[src/rtl/wb_port_arbiter_if.sv]
// Register-file write-port bus between the stage-5 writeback, the mult/div
// result channel and the register file. The master side is the producer
// (pipeline + mult/div); the slave side is the arbiter.
interface wb_port_arbiter_if;
    logic        wb_valid;
    logic [4:0]  wb_addr;
    logic [31:0] wb_data;
    logic        md_valid;
    logic [4:0]  md_addr;
    logic [31:0] md_data;
    logic        md_ready;
    logic        stall_wb;
    logic        rf_we;
    logic [4:0]  rf_waddr;
    logic [31:0] rf_wdata;

    modport master (
        output wb_valid, wb_addr, wb_data, md_valid, md_addr, md_data,
        input  md_ready, stall_wb, rf_we, rf_waddr, rf_wdata
    );

    modport slave (
        input  wb_valid, wb_addr, wb_data, md_valid, md_addr, md_data,
        output md_ready, stall_wb, rf_we, rf_waddr, rf_wdata
    );
endinterface

[src/rtl/wb_port_arbiter.sv]
// wb_port_arbiter: shares the single register-file write port between the
// in-order pipeline writeback (priority) and buffered mult/div results.
// A wait counter forces a one-cycle pipeline stall so the FIFO head drains.
// Pipeline writes invalidate same-address FIFO entries (the pipeline value is
// newer). Optional performance counters are enabled with WB_ARB_PERF_EN.
module wb_port_arbiter #(
    parameter int DEPTH    = 2,
    parameter int MAX_WAIT = 4
) (
    input  logic        clk,
    input  logic        rst_n,
    wb_port_arbiter_if.slave bus
`ifdef WB_ARB_PERF_EN
    ,
    output logic [15:0] conflict_cnt,
    output logic [15:0] force_cnt
`endif
);
    localparam int AW = (DEPTH > 1) ? $clog2(DEPTH) : 1;
    localparam int CW = $clog2(DEPTH) + 1;

    typedef enum logic [1:0] {
        IDLE  = 2'd0,
        PEND  = 2'd1,
        FORCE = 2'd2
    } state_t;

    state_t         state_r, state_next_s;
    logic [3:0]     wait_r, wait_next_s;
    logic [CW-1:0]  count_r, count_next_s;
    logic [AW-1:0]  rd_ptr_r, wr_ptr_r;
    logic [4:0]     addr_r [DEPTH];
    logic [31:0]    data_r [DEPTH];
    logic           vld_r  [DEPTH];

    logic           wb_wr_s, wb_win_s, pop_s, push_s, store_s;
    logic           md_ready_s, stall_s, head_vld_s;
    logic           rf_we_r;
    logic [4:0]     rf_waddr_r;
    logic [31:0]    rf_wdata_r;

    // Arbitration, FIFO handshake, wait counter and next-state decode.
    always_comb begin
        wb_wr_s      = bus.wb_valid && (bus.wb_addr != 5'd0);
        wb_win_s     = 1'b0;
        pop_s        = 1'b0;
        stall_s      = 1'b0;
        wait_next_s  = 4'd0;
        state_next_s = state_r;
        head_vld_s   = vld_r[rd_ptr_r];

        case (state_r)
            IDLE: begin
                wb_win_s = wb_wr_s;
            end
            PEND: begin
                if (wb_wr_s) begin
                    wb_win_s = 1'b1;
                end else begin
                    pop_s = (count_r != CW'(0));
                end
            end
            FORCE: begin
                pop_s   = (count_r != CW'(0));
                stall_s = 1'b1;
            end
            default: begin
                wb_win_s = 1'b0;
            end
        endcase

        // Full FIFO still accepts when the head leaves this same cycle.
        md_ready_s   = (count_r != CW'(DEPTH)) || pop_s;
        push_s       = bus.md_valid && md_ready_s;
        store_s      = push_s && (bus.md_addr != 5'd0);
        count_next_s = count_r + CW'(store_s) - CW'(pop_s);

        // Count blocked cycles only while the pipeline is beating the head.
        if ((state_r == PEND) && wb_win_s) begin
            if (wait_r == 4'(MAX_WAIT)) begin
                wait_next_s = wait_r;
            end else begin
                wait_next_s = wait_r + 4'd1;
            end
        end else begin
            wait_next_s = 4'd0;
        end

        case (state_r)
            IDLE: begin
                if (store_s) begin
                    state_next_s = PEND;
                end else begin
                    state_next_s = IDLE;
                end
            end
            PEND: begin
                if (count_next_s == CW'(0)) begin
                    state_next_s = IDLE;
                end else if (wait_next_s == 4'(MAX_WAIT)) begin
                    state_next_s = FORCE;
                end else begin
                    state_next_s = PEND;
                end
            end
            FORCE: begin
                if (count_next_s == CW'(0)) begin
                    state_next_s = IDLE;
                end else begin
                    state_next_s = PEND;
                end
            end
            default: begin
                state_next_s = IDLE;
            end
        endcase
    end

    // State, wait counter, occupancy and FIFO pointers.
    always_ff @(posedge clk) begin
        if (!rst_n) begin
            state_r  <= IDLE;
            wait_r   <= 4'd0;
            count_r  <= CW'(0);
            rd_ptr_r <= AW'(0);
            wr_ptr_r <= AW'(0);
        end else begin
            state_r <= state_next_s;
            wait_r  <= wait_next_s;
            count_r <= count_next_s;
            if (pop_s) begin
                rd_ptr_r <= rd_ptr_r + AW'(1);
            end
            if (store_s) begin
                wr_ptr_r <= wr_ptr_r + AW'(1);
            end
        end
    end

    // Entry valid bits: pipeline writes kill older same-address entries,
    // while a push in the same cycle is newer and stays valid.
    always_ff @(posedge clk) begin
        if (!rst_n) begin
            for (int i = 0; i < DEPTH; i++) begin
                vld_r[i] <= 1'b0;
            end
        end else begin
            for (int i = 0; i < DEPTH; i++) begin
                if (wb_win_s && vld_r[i] && (addr_r[i] == bus.wb_addr)) begin
                    vld_r[i] <= 1'b0;
                end
            end
            if (store_s) begin
                vld_r[wr_ptr_r] <= 1'b1;
            end
        end
    end

    // FIFO payload storage; contents only matter while the valid bit is set.
    always_ff @(posedge clk) begin
        if (store_s) begin
            addr_r[wr_ptr_r] <= bus.md_addr;
            data_r[wr_ptr_r] <= bus.md_data;
        end
    end

    // Registered write port: pipeline winner first, else a valid popped head.
    always_ff @(posedge clk) begin
        if (!rst_n) begin
            rf_we_r    <= 1'b0;
            rf_waddr_r <= 5'd0;
            rf_wdata_r <= 32'd0;
        end else if (wb_win_s) begin
            rf_we_r    <= 1'b1;
            rf_waddr_r <= bus.wb_addr;
            rf_wdata_r <= bus.wb_data;
        end else if (pop_s && head_vld_s) begin
            rf_we_r    <= 1'b1;
            rf_waddr_r <= addr_r[rd_ptr_r];
            rf_wdata_r <= data_r[rd_ptr_r];
        end else begin
            rf_we_r <= 1'b0;
        end
    end

`ifdef WB_ARB_PERF_EN
    // Performance counters: pipeline/FIFO conflicts and forced drains.
    always_ff @(posedge clk) begin
        if (!rst_n) begin
            conflict_cnt <= 16'd0;
            force_cnt    <= 16'd0;
        end else begin
            if (bus.wb_valid && (count_r != CW'(0))) begin
                conflict_cnt <= conflict_cnt + 16'd1;
            end
            if (state_r == FORCE) begin
                force_cnt <= force_cnt + 16'd1;
            end
        end
    end
`endif

    assign bus.md_ready = md_ready_s;
    assign bus.stall_wb = stall_s;
    assign bus.rf_we    = rf_we_r;
    assign bus.rf_waddr = rf_waddr_r;
    assign bus.rf_wdata = rf_wdata_r;
endmodule

[src/flat_wrapper.sv]
// flat-port wrapper written by rule: the top's interface ports become plain ports
module wb_port_arbiter_flat 
#(
    parameter int DEPTH    = 2,
    parameter int MAX_WAIT = 4
)
  (clk, rst_n, bus_wb_valid, bus_wb_addr, bus_wb_data, bus_md_valid, bus_md_addr, bus_md_data, bus_md_ready, bus_stall_wb, bus_rf_we, bus_rf_waddr, bus_rf_wdata);
  wb_port_arbiter_if bus_i ();
  input  logic clk;
  input  logic rst_n;
  input wire logic [$bits(bus_i.wb_valid)-1:0] bus_wb_valid;
  input wire logic [$bits(bus_i.wb_addr)-1:0] bus_wb_addr;
  input wire logic [$bits(bus_i.wb_data)-1:0] bus_wb_data;
  input wire logic [$bits(bus_i.md_valid)-1:0] bus_md_valid;
  input wire logic [$bits(bus_i.md_addr)-1:0] bus_md_addr;
  input wire logic [$bits(bus_i.md_data)-1:0] bus_md_data;
  output wire logic [$bits(bus_i.md_ready)-1:0] bus_md_ready;
  output wire logic [$bits(bus_i.stall_wb)-1:0] bus_stall_wb;
  output wire logic [$bits(bus_i.rf_we)-1:0] bus_rf_we;
  output wire logic [$bits(bus_i.rf_waddr)-1:0] bus_rf_waddr;
  output wire logic [$bits(bus_i.rf_wdata)-1:0] bus_rf_wdata;
  assign bus_i.wb_valid = bus_wb_valid;
  assign bus_i.wb_addr = bus_wb_addr;
  assign bus_i.wb_data = bus_wb_data;
  assign bus_i.md_valid = bus_md_valid;
  assign bus_i.md_addr = bus_md_addr;
  assign bus_i.md_data = bus_md_data;
  assign bus_md_ready = bus_i.md_ready;
  assign bus_stall_wb = bus_i.stall_wb;
  assign bus_rf_we = bus_i.rf_we;
  assign bus_rf_waddr = bus_i.rf_waddr;
  assign bus_rf_wdata = bus_i.rf_wdata;
  wb_port_arbiter #(.DEPTH(DEPTH), .MAX_WAIT(MAX_WAIT)) u_core (.clk(clk), .rst_n(rst_n), .bus(bus_i));
endmodule
[config.mk]
export PLATFORM = sky130hd
export DESIGN_NAME = wb_port_arbiter_flat
export DESIGN_NICKNAME = d
export VERILOG_FILES = /design/src/rtl/wb_port_arbiter_if.sv /design/src/rtl/wb_port_arbiter.sv /design/src/flat_wrapper.sv
export SDC_FILE = /design/constraint.sdc
export NUM_CORES = 1
export LEC_CHECK = 0
export ABC_AREA = 1
export CAP_MARGIN = 20
export CORE_MARGIN = 2
export CORE_UTILIZATION = 30
export DETAILED_ROUTE_END_ITERATION = 6
export PLACE_DENSITY = 0.58
export SLEW_MARGIN = 10
export SYNTH_ARGS = -nofsm -noshare
export SYNTH_HDL_FRONTEND = slang
export SYNTH_SLANG_ARGS = --single-unit
[constraint.sdc]
create_clock -name clk -period 4.1 [get_ports clk]
set_input_delay 0.82 -clock clk [delete_from_list [all_inputs] [get_ports clk]]
set_output_delay 0.82 -clock clk [all_outputs]
set_load 0.03 [all_outputs]
==> results_dict.tcl, run 1 <==
set metrics [dict create \
    cp_common_cell "nand2_1" \
    synth_compound_area_frac 0.0895 \
    placeableCoreArea_mm2 0.0181 \
    ys.flop_type "edfxtp_1" \
    synth_xor_area_frac 0.0173 \
    diodes 0 \
    arrival_ps 2800 \
    power_leakage_uw 0.00283 \
    synth_most_common_cell "nand2_1" \
    synth_seq_area_share 0.583 \
    area_delta_synth_final_pct 34.2 \
    wl_mm 13.2 \
    insertion_delay_ps 410 \
    fin_skew_ps 8.31 \
    cts_tree "yes" \
    grt_usage 0.140 \
    syn_inst 533 \
    netlist_area_mm2 0.00557 \
    synth_top_area_cell "edfxtp_1" \
    hold_buffers 0 \
    synth_top_cell_area_share 0.399 \
    synth-simple-area-share 0.143 \
    tns_ps 0 \
    fmax_mhz 277 \
    setup_viol 0 \
    cts_setup_buffers 0 \
    synth_mux_area_frac 0.0748 \
    antenna_found_initial 0 \
    die_w_um 140 \
    wl_per_cell_um 14.8 \
    dp_cells 860 \
    async_flop_share 0 \
    required_ps 3280 \
    finalPower_uw 3450 \
    ioPinCount 118 \
    rsz0062_at_grt "no" \
    start_util 0.308 \
    dieArea_mm2 0.0197 \
    num_rows 49 \
    final_hold_viol_count 0 \
    vdd_drop_max_uv 308 \
    portBuffers 117 \
    max_slew.worst_pin.slew_ps 703 \
    place_congestion 0.767 \
    dp_hpwl_mm 9.39 \
    drv_cap 0 \
    synth_edf_count 74 \
    relSlewSlack 0.529 \
    via_per_inst 4.52 \
    synth_nets 619 \
    antenna_left 0 \
    clk_pin_slew_worst_paths_ps 50 \
    crit_chain "clkdlybuf4s50_1, nor2_2, nand3_2, nand2_1, nand2_1, nand2_2, nand2_1, nand2_1, clkdlybuf4s50_1" \
    first_pass_iters 4 \
    grt_max_degree 46 \
    yosys-top-cells-area "edfxtp_1, dfxtp_1, mux2_2, nand2_1, inv_1" \
    path_max_fanout 4 \
    synth_seq_cells 125 \
    first_iter_violations 188 \
    cts.repair.resized 0 \
    synth_top_family_by_area "simple AND/OR/NAND/NOR gates" \
    cts_sinks 125 \
    htree_levels 4 \
    layout-drive-gt1-share 0.139 \
    synth_commonest_cells "nand2_1, edfxtp_1, inv_1, dfxtp_1, nand3_1" \
    dieHeight_um 140 \
    clk_path_buf_depth 2 \
    crit_family "buffers and inverters" \
    slowest_stage "clkdlybuf4s50_1" \
    path_buf_inv 2 \
    cts-root-buf "clkbuf_16" \
    period_share 0.882 \
    yosys.area_share.adder 0.0180 \
    yosysWarnings 0 \
    overflow 0 \
    min_period_ps 3620 \
    slowest_delay_ps 720 \
    grt_pass1_wl_mm 21.3 \
    grt_pass1_vias 4219 \
    vias 4030 \
    num-nets-final 736 \
    synth.distinct_cells 34 \
    endpoint_kind "primary output" \
    cp-start-kind "primary input" \
    numCtsBuffers 17 \
    finalNonFillerCells 892 \
    status "complete, no violations" \
    post-route-drc-count 0 \
    hp-class "reg2reg" \
    syn_area_per_cell_um2 10.4 \
    maxSlewViolCount 0 \
    power.density_mw_per_mm2 462 \
    path_class "in2out" \
]
metal layers:
layer,GRT usage,share of wire,up-vias
met5,0,0,-
met4,0.0606,0.019,0
met3,0.0345,0.035,15
met2,0.248,0.52,82
met1,0.161,0.43,1898
li1,-,-,2035
worst paths after layout:
path | startpoint | end | slack, ps | cells past startpoint
worst max-delay path | bus_wb_addr[3] | bus_md_ready | 480 | 9
worst min-delay path | u_core.rd_ptr_r$_SDFFE_PN0P_ | flip-flop | 440 | 1
worst max register to register | u_core.state_r[1]$_SDFF_PN0_ | u_core.state_r[0]$_SDFF_PN0_ | 1520 | 19
worst min register to register | u_core.rd_ptr_r$_SDFFE_PN0P_ | flip-flop | 440 | 1
power by group:
| group | leakage [uW] | internal, uW | switching [uW] |
|---|---|---|---|
| registers | 0.00111 | 1440 | 40.3 |
| logic | 0.00145 | 231 | 303 |
| clock network | 0.000274 | 936 | 501 |
flip-flops by register name (all words and copies together), names as in the netlist, named ones only:
| register | count |
|---|---|
| u_core.data_r | 64 |
| u_core.bus.rf_wdata | 32 |
| u_core.addr_r | 10 |
| u_core.bus.rf_waddr | 5 |
| u_core.wait_r | 4 |
| u_core.count_r | 2 |
| u_core.state_r | 2 |
| u_core.vld_r | 2 |
| u_core.bus.rf_we | 1 |
| u_core.rd_ptr_r | 1 |
| u_core.wr_ptr_r | 1 |
cell type report:
| class | instances | area (um2) |
|---|---|---|
| sequential | 125 | 3240 |
| clock buffer | 20 | 437 |
| clock inverter | 12 | 126 |
| tap | 229 | 287 |
| multi-input combinational | 323 | 1920 |
| timing repair buffer | 126 | 1240 |
| fill | 1663 | 10600 |
| inverter | 57 | 214 |
stage by stage:
| stage | setup slack, ps | hold WS [ps] | util | cell area, um2 |
|---|---|---|---|---|
| global route | 346 | 487 | 0.413 | 7470 |
| finish | 484 | 445 | 0.413 | 7470 |
| global placement | 530 | 438 | 0.382 | 6910 |
| floorplan | 323 | 426 | - | 5570 |
| detailed placement | 501 | 433 | 0.382 | 6910 |
| CTS | 495 | 444 | 0.413 | 7470 |
placed cells by master (no fill, tap or decap), types with 3 or more instances in the layout:
cell type | netlist | final
inv_1 | 56 | 56
xor2_1 | 3 | 3
o21ai_0 | 35 | 35
nand2_1 | 103 | 103
nand4_1 | 3 | 3
nand3_1 | 42 | 42
o21ai_1 | 6 | 6
clkdlybuf4s50_1 | 0 | 117
clkinv_1 | 0 | 7
a21oi_2 | 13 | 13
clkbuf_1 | 7 | 3
mux2_2 | 37 | 37
a21oi_1 | 27 | 27
edfxtp_1 | 74 | 74
clkbuf_16 | 0 | 17
nor2_1 | 21 | 19
dfxtp_1 | 51 | 50
nor3_1 | 3 | 3
ha_1 | 8 | 8
xnor2_1 | 8 | 8
buf_4 | 1 | 9
bufinv_16 | 0 | 3
logic make-up (layout without fill, tap and decap cells):
logic type	Yosys count	count (layout)
XOR/XNOR	11	11
buffers and inverters	85	215
multiplexers	37	37
flip-flops	125	125
adder cells (fa/ha/maj)	8	8
AND/OR/NAND/NOR	182	182
AO/OA/AOI/OAI	85	85
Note: power is estimated with default switching activity, not from simulation.
==> run 2, diff against run 1 <==
--- a/config.mk
+++ b/config.mk
@@ -11,6 +11,7 @@
 export CORE_UTILIZATION = 30
 export DETAILED_ROUTE_END_ITERATION = 6
 export PLACE_DENSITY = 0.58
+export SKIP_LAST_GASP = 1
 export SLEW_MARGIN = 10
 export SYNTH_ARGS = -nofsm -noshare
 export SYNTH_HDL_FRONTEND = slang
==> results of run 2 <==
The final DEF is identical to that of run 1; final timing and power are the same.
==> run 3, diff against run 2 <==
--- a/config.mk
+++ b/config.mk
@@ -6,7 +6,6 @@
 export NUM_CORES = 1
 export LEC_CHECK = 0
 export ABC_AREA = 1
-export CAP_MARGIN = 20
 export CORE_MARGIN = 2
 export CORE_UTILIZATION = 30
 export DETAILED_ROUTE_END_ITERATION = 6
==> constraint.sdc (replaced) <==
create_clock -name clk -period 3.46 [get_ports clk]
set_input_delay 0.692 -clock clk [delete_from_list [all_inputs] [get_ports clk]]
set_output_delay 0.692 -clock clk [all_outputs]
set_load 0.03 [all_outputs]
==> results_dict.tcl, run 3 (synthesis gave the netlist of run 1 again) <==
set metrics [dict create \
    grt_max_degree 96 \
    drv_cap 0 \
    path_max_fanout 4 \
    post-route-drc-count 0 \
    largest_reg_flops 64 \
    vias 4061 \
    num-fill-cells 1707 \
    via_per_inst 4.54 \
    rsz0062_at_grt "no" \
    utilization 0.411 \
    htree_levels 4 \
    final_cell_mix "clkdlybuf4s50_1, nand2_1, edfxtp_1" \
    die_w_um 140 \
    tns_ps 0 \
    hold_buffers 0 \
    antenna_found_initial 0 \
    overflow 0 \
    fmax_mhz 300 \
    relSlewSlack 0.564 \
    first_pass_iters 4 \
    timing.hold.ws_ps 457 \
    ioPinCount 118 \
    diodes 0 \
    place_congestion 0.760 \
    cts_sinks 125 \
    num-nets-final 738 \
    dieArea_mm2 0.0197 \
    wl_mm 13.0 \
    layout-drive-gt1-share 0.146 \
    clk_pin_slew_worst_paths_ps 50 \
    cts.repair.resized 0 \
    maxSlewViolCount 0 \
    path_class "in2out" \
    first_iter_violations 195 \
    portBuffers 117 \
    insertion_delay_ps 420 \
    final_common_cell "clkdlybuf4s50_1" \
    dpl_cell_area_mm2 0.00695 \
    dp_hpwl_mm 9.13 \
    power_leakage_uw 0.00282 \
    grt_pass1_wl_mm 20.9 \
    area_delta_synth_final_pct 33.7 \
    clk_path_buf_depth 2 \
    dieHeight_um 140 \
    antenna_left 0 \
    placeableCoreArea_mm2 0.0181 \
    cp-start-kind "primary input" \
    regMostFlops "u_core.data_r" \
    power.density_mw_per_mm2 522 \
    cts_setup_buffers 0 \
    wl_per_cell_um 14.6 \
    vdd_drop_max_uv 354 \
    num_rows 49 \
    grt_pass1_vias 4073 \
    cts-root-buf "clkbuf_16" \
    start_util 0.308 \
    finalNonFillerCells 894 \
    cts_tree "yes" \
    dp_cells 862 \
    arrival_ps 2640 \
    required_ps 2770 \
    numCtsBuffers 17 \
    fin_skew_ps 17.2 \
    status "complete, no violations" \
    period_share 0.964 \
    final_hold_viol_count 0 \
    design_area_mm2 0.00744 \
    max_slew.worst_pin.slew_ps 651 \
    hp-class "reg2reg" \
    grt_usage 0.138 \
    min_period_ps 3330 \
    setup_viol 0 \
    endpoint_kind "primary output" \
]
run 3: changes by cell type in the layout (fill, tap and decap cells not counted), sizes merged:
cell | previous run | this run
bufinv | 3 | 0
buf | 9 | 11
clkbuf | 20 | 22
clkinvlp | 0 | 1
run 3: worst paths after layout:
path / slack, ps / cells past startpoint / endpoint / from
min reg2reg: 460 / 1 / flip-flop / u_core.rd_ptr_r$_SDFFE_PN0P_
max reg2reg: 940 / 19 / u_core.state_r[0]$_SDFF_PN0_ / u_core.state_r[1]$_SDFF_PN0_
max: 130 / 9 / bus_md_ready / bus_wb_addr[0]
min: 460 / 1 / flip-flop / u_core.rd_ptr_r$_SDFFE_PN0P_
run 3: area by class of cell:
type / count / area (um2) / area share
clock buffers: 22 / 444 / 0.0597
clock inverters: 10 / 50.0 / 0.00672
inverters: 57 / 214 / 0.0287
multi-input cells: 323 / 1920 / 0.259
flip-flops and latches: 125 / 3240 / 0.436
well taps: 229 / 287 / 0.0385
repair buffers: 128 / 1280 / 0.172
run 3: critical path, cell delays in order:
cell and delay, ps:
clkdlybuf4s50_1 510, nor2_2 170, nand3_2 150, nand2_1 90, nand2_1 60, nand2_2 90
nand2_1 70, nand2_1 110, clkdlybuf4s50_1 700
run 3: routing by layer:
metal,track usage,up-vias,share of wire
met5,0,-,0
li1,-,2041,-
met1,0.163,1918,0.42
met2,0.241,93,0.53
met4,0.0510,0,0.011
met3,0.0362,9,0.045
run 3: metrics by stage:
stage | setup slack (ps) | power, uW
floorplan | 416 | 2160
global placement | 151 | 2410
detailed placement | 78.5 | 2420
CTS | 101 | 3930
global route | 25.8 | 4070
finish | 126 | 3880
run 3: report_power, final:
group,internal [uW],total [uW],switching (uW)
Clock,897,1500,600
Sequential,1700,1750,45.2
Combinational,281,640,360
